[config.mk]
export PLATFORM = sky130hd
export DESIGN_NAME = alu_cmd_driver_flat
export DESIGN_NICKNAME = d
export VERILOG_FILES = /design/src/rtl/alu_cmd_driver_if.sv /design/src/rtl/alu_cmd_driver.sv /design/src/flat_wrapper.sv
export SDC_FILE = /design/constraint.sdc
export NUM_CORES = 1
export LEC_CHECK = 0
export CORE_MARGIN = 2
export CORE_UTILIZATION = 45
export DETAILED_ROUTE_END_ITERATION = 8
export PLACE_DENSITY = 0.88
export RECOVER_POWER = 25
export SLEW_MARGIN = 10
export SYNTH_ARGS = -nofsm -noshare
export SYNTH_HDL_FRONTEND = slang
export SYNTH_SLANG_ARGS = --single-unit
[constraint.sdc]
create_clock -name clk -period 1.8 [get_ports clk]
set_clock_uncertainty 0.05 [all_clocks]
set_input_delay 0.18 -clock clk [delete_from_list [all_inputs] [get_ports clk]]
set_output_delay 0.18 -clock clk [all_outputs]
set_load 0.01 [all_outputs]
[src/rtl/alu_cmd_driver_if.sv]
// Bundle of the command, response and ALU-bus signals around alu_cmd_driver.
// Handshake rule for cmd and rsp: a transfer happens on a rising clk edge where
// valid and ready are both high; the sender holds valid and its payload stable
// until that edge and never makes valid depend on ready.
interface alu_cmd_driver_if;
  logic       cmd_valid;
  logic       cmd_ready;
  logic [7:0] cmd_operands;
  logic [7:0] cmd_op;
  logic [7:0] alu_operands;
  logic [7:0] alu_op;
  logic [7:0] alu_result;
  logic       rsp_valid;
  logic       rsp_ready;
  logic [7:0] rsp_data;
  logic [7:0] rsp_op;
  logic       rsp_last;
  logic       rsp_err;

  // slave: the command driver itself
  modport slave (
    input  cmd_valid, cmd_operands, cmd_op, alu_result, rsp_ready,
    output cmd_ready, alu_operands, alu_op, rsp_valid, rsp_data, rsp_op,
           rsp_last, rsp_err
  );

  // master: command issuer, response consumer and the ALU tile
  modport master (
    output cmd_valid, cmd_operands, cmd_op, alu_result, rsp_ready,
    input  cmd_ready, alu_operands, alu_op, rsp_valid, rsp_data, rsp_op,
           rsp_last, rsp_err
  );
endinterface

[src/rtl/alu_cmd_driver.sv]
// Command-side initiator for the 4-bit ALU tile: drives registered operand and
// opcode buses, waits a settle time, returns the captured result; 8'hFF sweeps ops.
module alu_cmd_driver #(
  parameter int unsigned SETTLE_CYCLES = 0,
  parameter int unsigned LAST_OP       = 12
) (
  input  logic              clk,
  input  logic              rst,
  alu_cmd_driver_if.slave   bus,
  output logic              busy,
  output logic [1:0]        state_o
);

  typedef enum logic [1:0] {
    S_IDLE = 2'd0,
    S_WAIT = 2'd1,
    S_RESP = 2'd2
  } state_e;

  localparam logic [3:0] SETTLE   = 4'(SETTLE_CYCLES);
  localparam logic [7:0] LAST     = 8'(LAST_OP);
  localparam logic [7:0] SWEEP_OP = 8'hFF;

  state_e     state_q, state_d;
  logic [3:0] cnt_q, cnt_d;
  logic       sweep_q, sweep_d;
  logic [7:0] alu_operands_q, alu_operands_d;
  logic [7:0] alu_op_q, alu_op_d;
  logic [7:0] rsp_data_q, rsp_data_d;
  logic [7:0] rsp_op_q, rsp_op_d;
  logic       rsp_last_q, rsp_last_d;
  logic       rsp_err_q, rsp_err_d;

  always_ff @(posedge clk) begin
    if (rst) begin
      state_q        <= S_IDLE;
      cnt_q          <= 4'd0;
      sweep_q        <= 1'b0;
      alu_operands_q <= 8'd0;
      alu_op_q       <= 8'd0;
      rsp_data_q     <= 8'd0;
      rsp_op_q       <= 8'd0;
      rsp_last_q     <= 1'b0;
      rsp_err_q      <= 1'b0;
    end else begin
      state_q        <= state_d;
      cnt_q          <= cnt_d;
      sweep_q        <= sweep_d;
      alu_operands_q <= alu_operands_d;
      alu_op_q       <= alu_op_d;
      rsp_data_q     <= rsp_data_d;
      rsp_op_q       <= rsp_op_d;
      rsp_last_q     <= rsp_last_d;
      rsp_err_q      <= rsp_err_d;
    end
  end

  always_comb begin
    state_d        = state_q;
    cnt_d          = cnt_q;
    sweep_d        = sweep_q;
    alu_operands_d = alu_operands_q;
    alu_op_d       = alu_op_q;
    rsp_data_d     = rsp_data_q;
    rsp_op_d       = rsp_op_q;
    rsp_last_d     = rsp_last_q;
    rsp_err_d      = rsp_err_q;
    case (state_q)
      S_IDLE: begin
        // cmd_ready is high throughout IDLE outside reset, so valid alone is the handshake
        if (bus.cmd_valid) begin
          if (bus.cmd_op <= LAST || bus.cmd_op == SWEEP_OP) begin
            alu_operands_d = bus.cmd_operands;
            alu_op_d       = (bus.cmd_op == SWEEP_OP) ? 8'd0 : bus.cmd_op;
            sweep_d        = (bus.cmd_op == SWEEP_OP);
            cnt_d          = SETTLE;
            state_d        = S_WAIT;
          end else begin
            // illegal opcode: answer at once and leave the ALU buses alone
            rsp_data_d = 8'd0;
            rsp_err_d  = 1'b1;
            rsp_last_d = 1'b1;
            rsp_op_d   = bus.cmd_op;
            state_d    = S_RESP;
          end
        end
      end
      S_WAIT: begin
        if (cnt_q == 4'd0) begin
          rsp_data_d = bus.alu_result;
          rsp_op_d   = alu_op_q;
          rsp_err_d  = 1'b0;
          rsp_last_d = !sweep_q || (alu_op_q == LAST);
          state_d    = S_RESP;
        end else begin
          cnt_d = cnt_q - 4'd1;
        end
      end
      S_RESP: begin
        if (bus.rsp_ready) begin
          if (rsp_last_q) begin
            state_d = S_IDLE;
          end else begin
            alu_op_d = alu_op_q + 8'd1;
            cnt_d    = SETTLE;
            state_d  = S_WAIT;
          end
        end
      end
      default: state_d = S_IDLE;
    endcase
  end

  always_comb begin
    bus.cmd_ready = (state_q == S_IDLE) && !rst;
    bus.rsp_valid = (state_q == S_RESP);
    busy          = (state_q != S_IDLE);
    state_o       = state_q;
  end

  assign bus.alu_operands = alu_operands_q;
  assign bus.alu_op       = alu_op_q;
  assign bus.rsp_data     = rsp_data_q;
  assign bus.rsp_op       = rsp_op_q;
  assign bus.rsp_last     = rsp_last_q;
  assign bus.rsp_err      = rsp_err_q;

endmodule

[src/flat_wrapper.sv]
// flat-port wrapper written by rule: the top's interface ports become plain ports
module alu_cmd_driver_flat 
#(
  parameter int unsigned SETTLE_CYCLES = 0,
  parameter int unsigned LAST_OP       = 12
)
  (clk, rst, busy, state_o, bus_cmd_valid, bus_cmd_operands, bus_cmd_op, bus_alu_result, bus_rsp_ready, bus_cmd_ready, bus_alu_operands, bus_alu_op, bus_rsp_valid, bus_rsp_data, bus_rsp_op, bus_rsp_last, bus_rsp_err);
  alu_cmd_driver_if bus_i ();
  input  logic clk;
  input  logic rst;
  output logic busy;
  output logic [1:0] state_o;
  input wire logic [$bits(bus_i.cmd_valid)-1:0] bus_cmd_valid;
  input wire logic [$bits(bus_i.cmd_operands)-1:0] bus_cmd_operands;
  input wire logic [$bits(bus_i.cmd_op)-1:0] bus_cmd_op;
  input wire logic [$bits(bus_i.alu_result)-1:0] bus_alu_result;
  input wire logic [$bits(bus_i.rsp_ready)-1:0] bus_rsp_ready;
  output wire logic [$bits(bus_i.cmd_ready)-1:0] bus_cmd_ready;
  output wire logic [$bits(bus_i.alu_operands)-1:0] bus_alu_operands;
  output wire logic [$bits(bus_i.alu_op)-1:0] bus_alu_op;
  output wire logic [$bits(bus_i.rsp_valid)-1:0] bus_rsp_valid;
  output wire logic [$bits(bus_i.rsp_data)-1:0] bus_rsp_data;
  output wire logic [$bits(bus_i.rsp_op)-1:0] bus_rsp_op;
  output wire logic [$bits(bus_i.rsp_last)-1:0] bus_rsp_last;
  output wire logic [$bits(bus_i.rsp_err)-1:0] bus_rsp_err;
  assign bus_i.cmd_valid = bus_cmd_valid;
  assign bus_i.cmd_operands = bus_cmd_operands;
  assign bus_i.cmd_op = bus_cmd_op;
  assign bus_i.alu_result = bus_alu_result;
  assign bus_i.rsp_ready = bus_rsp_ready;
  assign bus_cmd_ready = bus_i.cmd_ready;
  assign bus_alu_operands = bus_i.alu_operands;
  assign bus_alu_op = bus_i.alu_op;
  assign bus_rsp_valid = bus_i.rsp_valid;
  assign bus_rsp_data = bus_i.rsp_data;
  assign bus_rsp_op = bus_i.rsp_op;
  assign bus_rsp_last = bus_i.rsp_last;
  assign bus_rsp_err = bus_i.rsp_err;
  alu_cmd_driver #(.SETTLE_CYCLES(SETTLE_CYCLES), .LAST_OP(LAST_OP)) u_core (.clk(clk), .rst(rst), .bus(bus_i), .busy(busy), .state_o(state_o));
endmodule
==> metrics.md, run 1 <==
| Metric | Value |
|---|---|
| DR vias/cell | 6.153 |
| Max clock buf depth | 2 |
| Most frequent cells in the layout | buf_4 (38), dfxtp_1 (38), clkdlybuf4s50_1 (37) |
| Status | completed |
| Sw Ratio | 27.76% |
| Util after Layout | 76.91% |
| CP Launch Type | flip-flop |
| Total routed wirelength | 7.913 mm |
| Initial antenna violation count | 0 |
| Fin area | 3326 sq um |
| Starting density of the core | 46.67% |
| Post-synthesis sequential area ratio | 40.67% |
| Worst VDD drop | 0.4285 mV |
| Clock transition time at the flip-flop clock pins of the worst setup and hold paths | 0.09 ns |
| Via count | 2412 |
| Final hold violations | 0 |
| Final TNS setup | 0 ns |
| Row cnt | 24 |
| Worst EP required | 1.95 ns |
| CTS Root Cell | clkbuf_8 |
| Clock Sinks | 41 |
| Share of cells above drive strength 1 | 21.76% |
| Flops & latches, synth | 41 |
| GRT overflow | 0 |
| Die W | 70.97 microns |
| Int Pwr | 1.842 mW |
| P_sw | 708.1 uW |
| Area of placed instances | 2988 sq um |
| # DRC | 0 |
| Synth Cell Area | 2018 sq um |
| CTS buffer count | 5 |
| Max-cap viol count | 0 |
| Die Span Y | 70.97 microns |
| R2r setup slk | 0.07 ns |
| Critical Path Start | u_core.cnt_q[0] |
| Core ar. | 4324 sq um |
| First drt pass iteration count | 5 |
| PwrDens | 766.9 nW/um^2 |
| Sequential share of power | 39.4% |
| Final period util | 96.26% |
| Largest net degree at the start of global routing | 26 |
| Setup slack at placement | -0.3680 ns |
| Yosys warnings | 0 |
| RSZ-0062 raised after global routing | false |
| Reg2Reg Depth | 7 |
| Critical R2R Launch | u_core.cnt_q[0] |
| Io pins | 67 |
| WL/cell | 20.19 microns |
| Post-synthesis cell type count | 41 |
| Count of pins over their slew limit | 0 |
| PnR worst setup slack | 0.06729 ns |
| # port buffers | 66 |
| Combinational fraction of design power | 24.7% |
| Final setup fails | 0 |
| Vias in the first global route | 2333 |
| CTS tree | done |
| Slowest stage delay, CP | 0.33 ns |
| Worst slew pin tran | 0.4848 ns |
| Post-Syn Nets | 268 |
| GP Congestion | 0.9058 |
| CP arrival | 1.88 ns |
| Minimum clock period | 1.733 ns |
| Max FO, Critical Path | 7 |
| Pleak | 1.383 nW |
| H-tree Lvls | 2 |
| Crit Path Category | reg -> reg |
| First-pass GRT wire length | 11.40 mm |
| Layout area overhead | 64.79% |
| Post-DP HPWL | 4.855 mm |
| Total track usage | 28.62% |
| Fmax | 0.5771 GHz |
| Hold Path Class | in -> reg |
| CP Capture Type | flip-flop |
| Mapped Avg Cell Area | 8.516 sq um |
| CP endpoint | u_core.bus.rsp_op[0] |
| Clock Power Share | 35.8% |
| Slowest cell on crit path | dfxtp_2 |
| Layout net count | 370 |
| Initial drt markers | 230 |
| Max-slew headroom at the worst pin | 67.24% |
| Mapped Cells | 237 |
| Die Area | 5037 sq um |
| Ant diodes | 0 |
| Reg2reg end | u_core.bus.rsp_op[0] |
| Routed Antenna Nets | 0 |
| Clk Latency, worst-skew pair | 0.30 ns |
| Cell Chain, Critical Path | inv_1 -> ha_1 -> nor3b_4 -> a21o_4 -> buf_12 -> a21oi_1 -> a311oi_1 |
## layout make-up
type | count | area, sq um
Tap cell | 52 | 65.06
Clock buffer | 5 | 68.82
Fill cell | 293 | 998.5
Timing Repair Buffer | 110 | 1079
Inverter | 5 | 18.77
Sequential cell | 41 | 827.0
Clock inverter | 3 | 68.82
Multi-Input combinational cell | 176 | 1199
## what timing repair did
| action | CTS | global route |
|---|---|---|
| gates cloned | 2 | 2 |
| pin swaps | 1 | 14 |
| hold buffers | 0 | 0 |
| setup endpoints to repair | 26 | 34 |
| resized for setup | 11 | 26 |
| buffers inserted | 0 | 2 |
## cell usage after synthesis
| master | number | area [sq um] |
|---|---|---|
| nor3b_2 | 1 | 12.51 |
| nor3_1 | 11 | 55.05 |
| a31oi_4 | 1 | 21.27 |
| nand2_1 | 8 | 30.03 |
| or4_1 | 2 | 15.01 |
| nor3b_1 | 1 | 7.510 |
| dfxtp_1 | 41 | 820.8 |
| nand4_1 | 10 | 62.56 |
| a21boi_0 | 1 | 7.510 |
| a21o_1 | 2 | 15.01 |
| nor4bb_1 | 1 | 10.01 |
| nor4_2 | 1 | 12.51 |
| nand2b_1 | 10 | 62.56 |
| nor2_1 | 23 | 86.33 |
| nand2_2 | 1 | 6.260 |
| nor2b_1 | 1 | 6.260 |
| ha_1 | 3 | 37.54 |
| or2_2 | 1 | 6.260 |
| a31oi_1 | 2 | 12.51 |
| o32ai_1 | 2 | 17.52 |
| a21oi_1 | 35 | 175.2 |
| xnor2_1 | 1 | 8.760 |
| a211oi_1 | 2 | 15.01 |
| inv_1 | 4 | 15.01 |
| o31ai_1 | 1 | 7.510 |
| xor2_1 | 3 | 26.28 |
| nand3_1 | 4 | 20.02 |
| o21ai_0 | 14 | 70.07 |
| or2_1 | 1 | 6.260 |
| a31o_1 | 1 | 8.760 |
| mux2i_1 | 14 | 140.1 |
| and3_1 | 1 | 6.260 |
| buf_4 | 1 | 7.510 |
| clkbuf_1 | 7 | 26.28 |
| buf_2 | 8 | 40.04 |
| o211ai_1 | 1 | 7.510 |
| a221oi_1 | 2 | 17.52 |
| a311oi_1 | 11 | 96.34 |
| a21oi_2 | 1 | 8.760 |
| clkinv_1 | 1 | 3.750 |
| nor4_1 | 1 | 6.260 |
## metrics by stage
step / power (mW) / std cells / hold slack (ns)
after detailed placement: 1.584 / 378 / 0.4145
after floorplan: 1.265 / 237 / 0.2772
final: 2.550 / 392 / 0.3151
after global placement: 1.570 / 378 / 0.4072
after CTS: 2.478 / 388 / 0.4046
after global routing: 2.626 / 392 / 0.3810
## kinds of logic after synthesis
| kind of cell | after synthesis | synth area share, % |
|---|---|---|
| and+or+nand+nor | 78 | 20.40 |
| AOI/OAI and AO/OA | 76 | 23.81 |
| DFF | 41 | 40.67 |
| buffers and inverters | 21 | 4.588 |
| muxes | 14 | 6.943 |
| xor gates and xnor gates | 4 | 1.736 |
| adders and majority gates | 3 | 1.860 |
## per-layer routing
layer / global-route usage [%] / vias up / wire (microns)
met1: 31.41 / 1135 / 2980
met2: 50.67 / 150 / 4041
met5: 0 / - / 0
met3: 6.410 / 41 / 578
li1: - / 1086 / -
met4: 16.14 / 0 / 313
## registers in the layout, indices dropped and copies added, names as in the netlist
| signal | flops |
|---|---|
| u_core.state_o | 2 |
| u_core.bus.rsp_last | 1 |
| u_core.sweep_q | 1 |
| u_core.cnt_q | 4 |
| u_core.bus.alu_op | 8 |
| u_core.bus.rsp_data | 8 |
| u_core.bus.alu_operands | 8 |
| u_core.bus.rsp_op | 8 |
| u_core.bus.rsp_err | 1 |
## worst min path at each step
stage / start / endpoint / slack (ns) / cells after the start
after detailed placement: u_core.sweep_q / u_core.sweep_q / 0.41 / 2
final: bus_cmd_op[2] / u_core.bus.alu_op[2] / 0.32 / 4
after global placement: u_core.bus.rsp_data[1] / u_core.bus.rsp_data[1] / 0.41 / 2
after floorplan: bus_cmd_operands[0] / u_core.bus.alu_operands[0] / 0.28 / 2
after CTS: bus_alu_result[4] / u_core.bus.rsp_data[4] / 0.40 / 3
after global routing: bus_cmd_op[2] / u_core.bus.alu_op[2] / 0.38 / 4
## critical path: cells and delay by family (launching register included)
| kind | cells | cell delay, ns |
|---|---|---|
| AO/OA/AOI/OAI | 3 | 0.57 |
| flip-flops | 1 | 0.33 |
| AND/OR/NAND/NOR | 1 | 0.33 |
| buffers and inverters | 2 | 0.19 |
| adder cells (fa/ha/maj) | 1 | 0.17 |
## power groups by stage
stage	Combinational (mW)	Clock (mW)	Sequential, mW
after floorplan	0.227	0	1.04
after global placement	0.547	0	1.02
after detailed placement	0.560	0	1.02
after CTS	0.570	0.904	1.00
after global routing	0.669	0.944	1.01
final	0.631	0.914	1.01
Power figures use the tool's default switching activity.
==> run 2, diff against run 1 <==
--- a/config.mk
+++ b/config.mk
@@ -6,10 +6,12 @@
 export NUM_CORES = 1
 export LEC_CHECK = 0
 export CORE_MARGIN = 2
-export CORE_UTILIZATION = 45
+export CORE_UTILIZATION = 49
 export DETAILED_ROUTE_END_ITERATION = 8
-export PLACE_DENSITY = 0.88
+export GPL_TIMING_DRIVEN = 0
+export PLACE_DENSITY = 0.94
 export RECOVER_POWER = 25
+export REMOVE_ABC_BUFFERS = 1
 export SLEW_MARGIN = 10
 export SYNTH_ARGS = -nofsm -noshare
 export SYNTH_HDL_FRONTEND = slang
==> constraint.sdc (replaced) <==
create_clock -name clk -period 2 [get_ports clk]
set_clock_uncertainty 0.05 [all_clocks]
set_input_delay 0.2 -clock clk [delete_from_list [all_inputs] [get_ports clk]]
set_output_delay 0.2 -clock clk [all_outputs]
set_load 0.01 [all_outputs]
==> metrics.md, run 2 (synthesis results as in run 1) <==
| Metric | Value |
|---|---|
| Status | completed |
| Row cnt | 23 |
| CP arrival | 2.12 ns |
| First drt pass iteration count | 5 |
| Die Area | 4648 sq um |
| Leading cell type in the layout, fill and taps excluded | clkdlybuf4s50_1 |
| Most frequent cells in the layout | clkdlybuf4s50_1 (40), dfxtp_1 (39), a21oi_1 (34) |
| # DRC | 0 |
| Largest net degree at the start of global routing | 43 |
| Reg2Reg Depth | 6 |
| Share of cells above drive strength 1 | 12.42% |
| Dpl cells | 338 |
| Worst slew pin tran | 0.7417 ns |
| RSZ-0062 raised after global routing | false |
| Clock Sinks | 41 |
| Hold Path Class | in -> reg |
| Max clock buf depth | 2 |
| Max-slew headroom at the worst pin | 50.55% |
| Post-DP HPWL | 3.922 mm |
| CP Launch Type | primary input |
| Ant diodes | 0 |
| First-pass GRT wire length | 8.942 mm |
| Fmax | 0.5138 GHz |
| CTS tree | done |
| Largest delay share family, worst path | simple AND/OR/NAND/NOR gates |
| GRT overflow | 0 |
| Routed Antenna Nets | 0 |
| Count of pins over their slew limit | 0 |
| Hold Path Depth | 3 |
| Minimum clock period | 1.946 ns |
| Hold path startpoint | bus_cmd_op[2] |
| CTS Root Cell | clkbuf_8 |
| Via count | 2199 |
| Max-cap viol count | 0 |
| Slowest stage delay, CP | 0.57 ns |
| PwrDens | 700.9 nW/um^2 |
| Area of placed instances | 2670 sq um |
| Setup slack at placement | -0.7266 ns |
| Buf/Inv on CP | 1 |
| Clock transition time at the flip-flop clock pins of the worst setup and hold paths | 0.08 ns |
| Vias in the first global route | 1882 |
| Final hold violations | 0 |
| Initial antenna violation count | 0 |
| PnR worst setup slack | 0.05363 ns |
| Multi-input logic area | 1191 sq um |
| R2r setup slk | 0.15 ns |
| Crit Path Category | in -> reg |
| CP Capture Type | flip-flop |
| Layout net count | 336 |
| Io pins | 67 |
| Die W | 68.18 microns |
| Hold worst-path end | u_core.bus.alu_op[2] |
| DR vias/cell | 6.177 |
| Total routed wirelength | 6.292 mm |
| Total track usage | 26.03% |
| Initial drt markers | 181 |
| Final setup fails | 0 |
| Starting density of the core | 50.82% |
| Worst VDD drop | 0.5266 mV |
| Pleak | 1.133 nW |
| Worst EP required | 2.17 ns |
| Fin area | 2973 sq um |
| Layout area overhead | 47.30% |
| WL/cell | 17.67 microns |
| Slowest cell on crit path | clkdlybuf4s50_1 |
| Hold-fix buffers, CTS | 0 |
| # port buffers | 66 |
| H-tree Lvls | 2 |
| Die Span Y | 68.18 microns |
| Final period util | 97.32% |
| Reg2reg end | u_core.bus.rsp_op[6] |
| Filler cells | 305 |
| Area occupied by registers | 825.8 sq um |
| Cell Chain, Critical Path | clkdlybuf4s50_1 -> nand4_1 -> or2_4 -> a31o_4 -> or4_1 -> o31ai_1 |
| Max FO, Critical Path | 11 |
| Core ar. | 3971 sq um |
| CTS buffer count | 5 |
| Clk Latency, worst-skew pair | 0.30 ns |
| Non-Filler Instances | 356 |
| Critical R2R Launch | u_core.cnt_q[0] |
| GP Congestion | 0.8968 |
[run 2: how the worst max path moves through the flow]
stage	from	cells after the start	endpoint
2_1_floorplan	u_core.state_o[1]	4	u_core.bus.alu_operands[0]
3_3_place_gp	bus_cmd_op[0]	6	u_core.bus.alu_operands[6]
3_5_place_dp	bus_cmd_op[0]	7	u_core.bus.alu_operands[1]
4_1_cts	u_core.state_o[1]	5	u_core.bus.alu_op[0]
5_1_grt	bus_cmd_op[0]	6	u_core.bus.alu_op[0]
6_report	bus_cmd_op[0]	6	u_core.bus.alu_op[0]
[run 2: report_power, final]
| group | internal (mW) | total [mW] | switching, mW |
|---|---|---|---|
| combinational | 0.227 | 0.455 | 0.227 |
| sequential | 0.861 | 0.914 | 0.0535 |
| clock | 0.406 | 0.715 | 0.309 |
[run 2: cell type report]
| class | count | share of cell area (%) |
|---|---|---|
| clock buffers | 6 | 2.778 |
| repair buffers | 77 | 25.34 |
| clock inverters | 2 | 1.263 |
| multi-input cells | 175 | 40.07 |
| inverters | 5 | 0.6734 |
| flip-flops and latches | 41 | 27.78 |
| well taps | 50 | 2.104 |
[run 2: metal layers]
metal | part of all wire, % | up-vias | GRT usage (%)
li1 | - | 1016 | -
met1 | 40 | 1029 | 32.93
met2 | 50 | 139 | 43.33
met3 | 8.1 | 15 | 4.276
met4 | 1.7 | 0 | 11.75
met5 | 0 | - | 0
[run 2: through the flow]
step	hold slack [ns]	TNS [ns]	util (%)	total power, mW
after floorplan	0.2191	-2.484	-	1.115
after global placement	0.4071	-24.35	67.17	1.329
after detailed placement	0.4133	-17.87	67.23	1.339
after CTS	0.3963	-0.001966	71.96	2.057
after global routing	0.3498	0	74.86	2.147
final	0.2886	0	74.86	2.084
[run 2: tightest hold or removal path, delay by kind of cell]
family / cells / cell delay (ns)
AO/OA/AOI/OAI: 1 / 0.11
buffers and inverters: 1 / 0.17
AND/OR/NAND/NOR: 1 / 0.11
[run 2: timing repair]
action,in CTS,in global routing
gates resized for setup,15,15
setup buffers,3,7
setup endpoints to repair,36,25
pin swaps,1,2
==> run 3, diff against run 2 <==
--- a/config.mk
+++ b/config.mk
@@ -5,6 +5,7 @@
 export SDC_FILE = /design/constraint.sdc
 export NUM_CORES = 1
 export LEC_CHECK = 0
+export CAP_MARGIN = 20
 export CORE_MARGIN = 2
 export CORE_UTILIZATION = 49
 export DETAILED_ROUTE_END_ITERATION = 8
==> results of run 3 <==
Same layout as run 2: the final DEF is identical, and so are final timing and power.
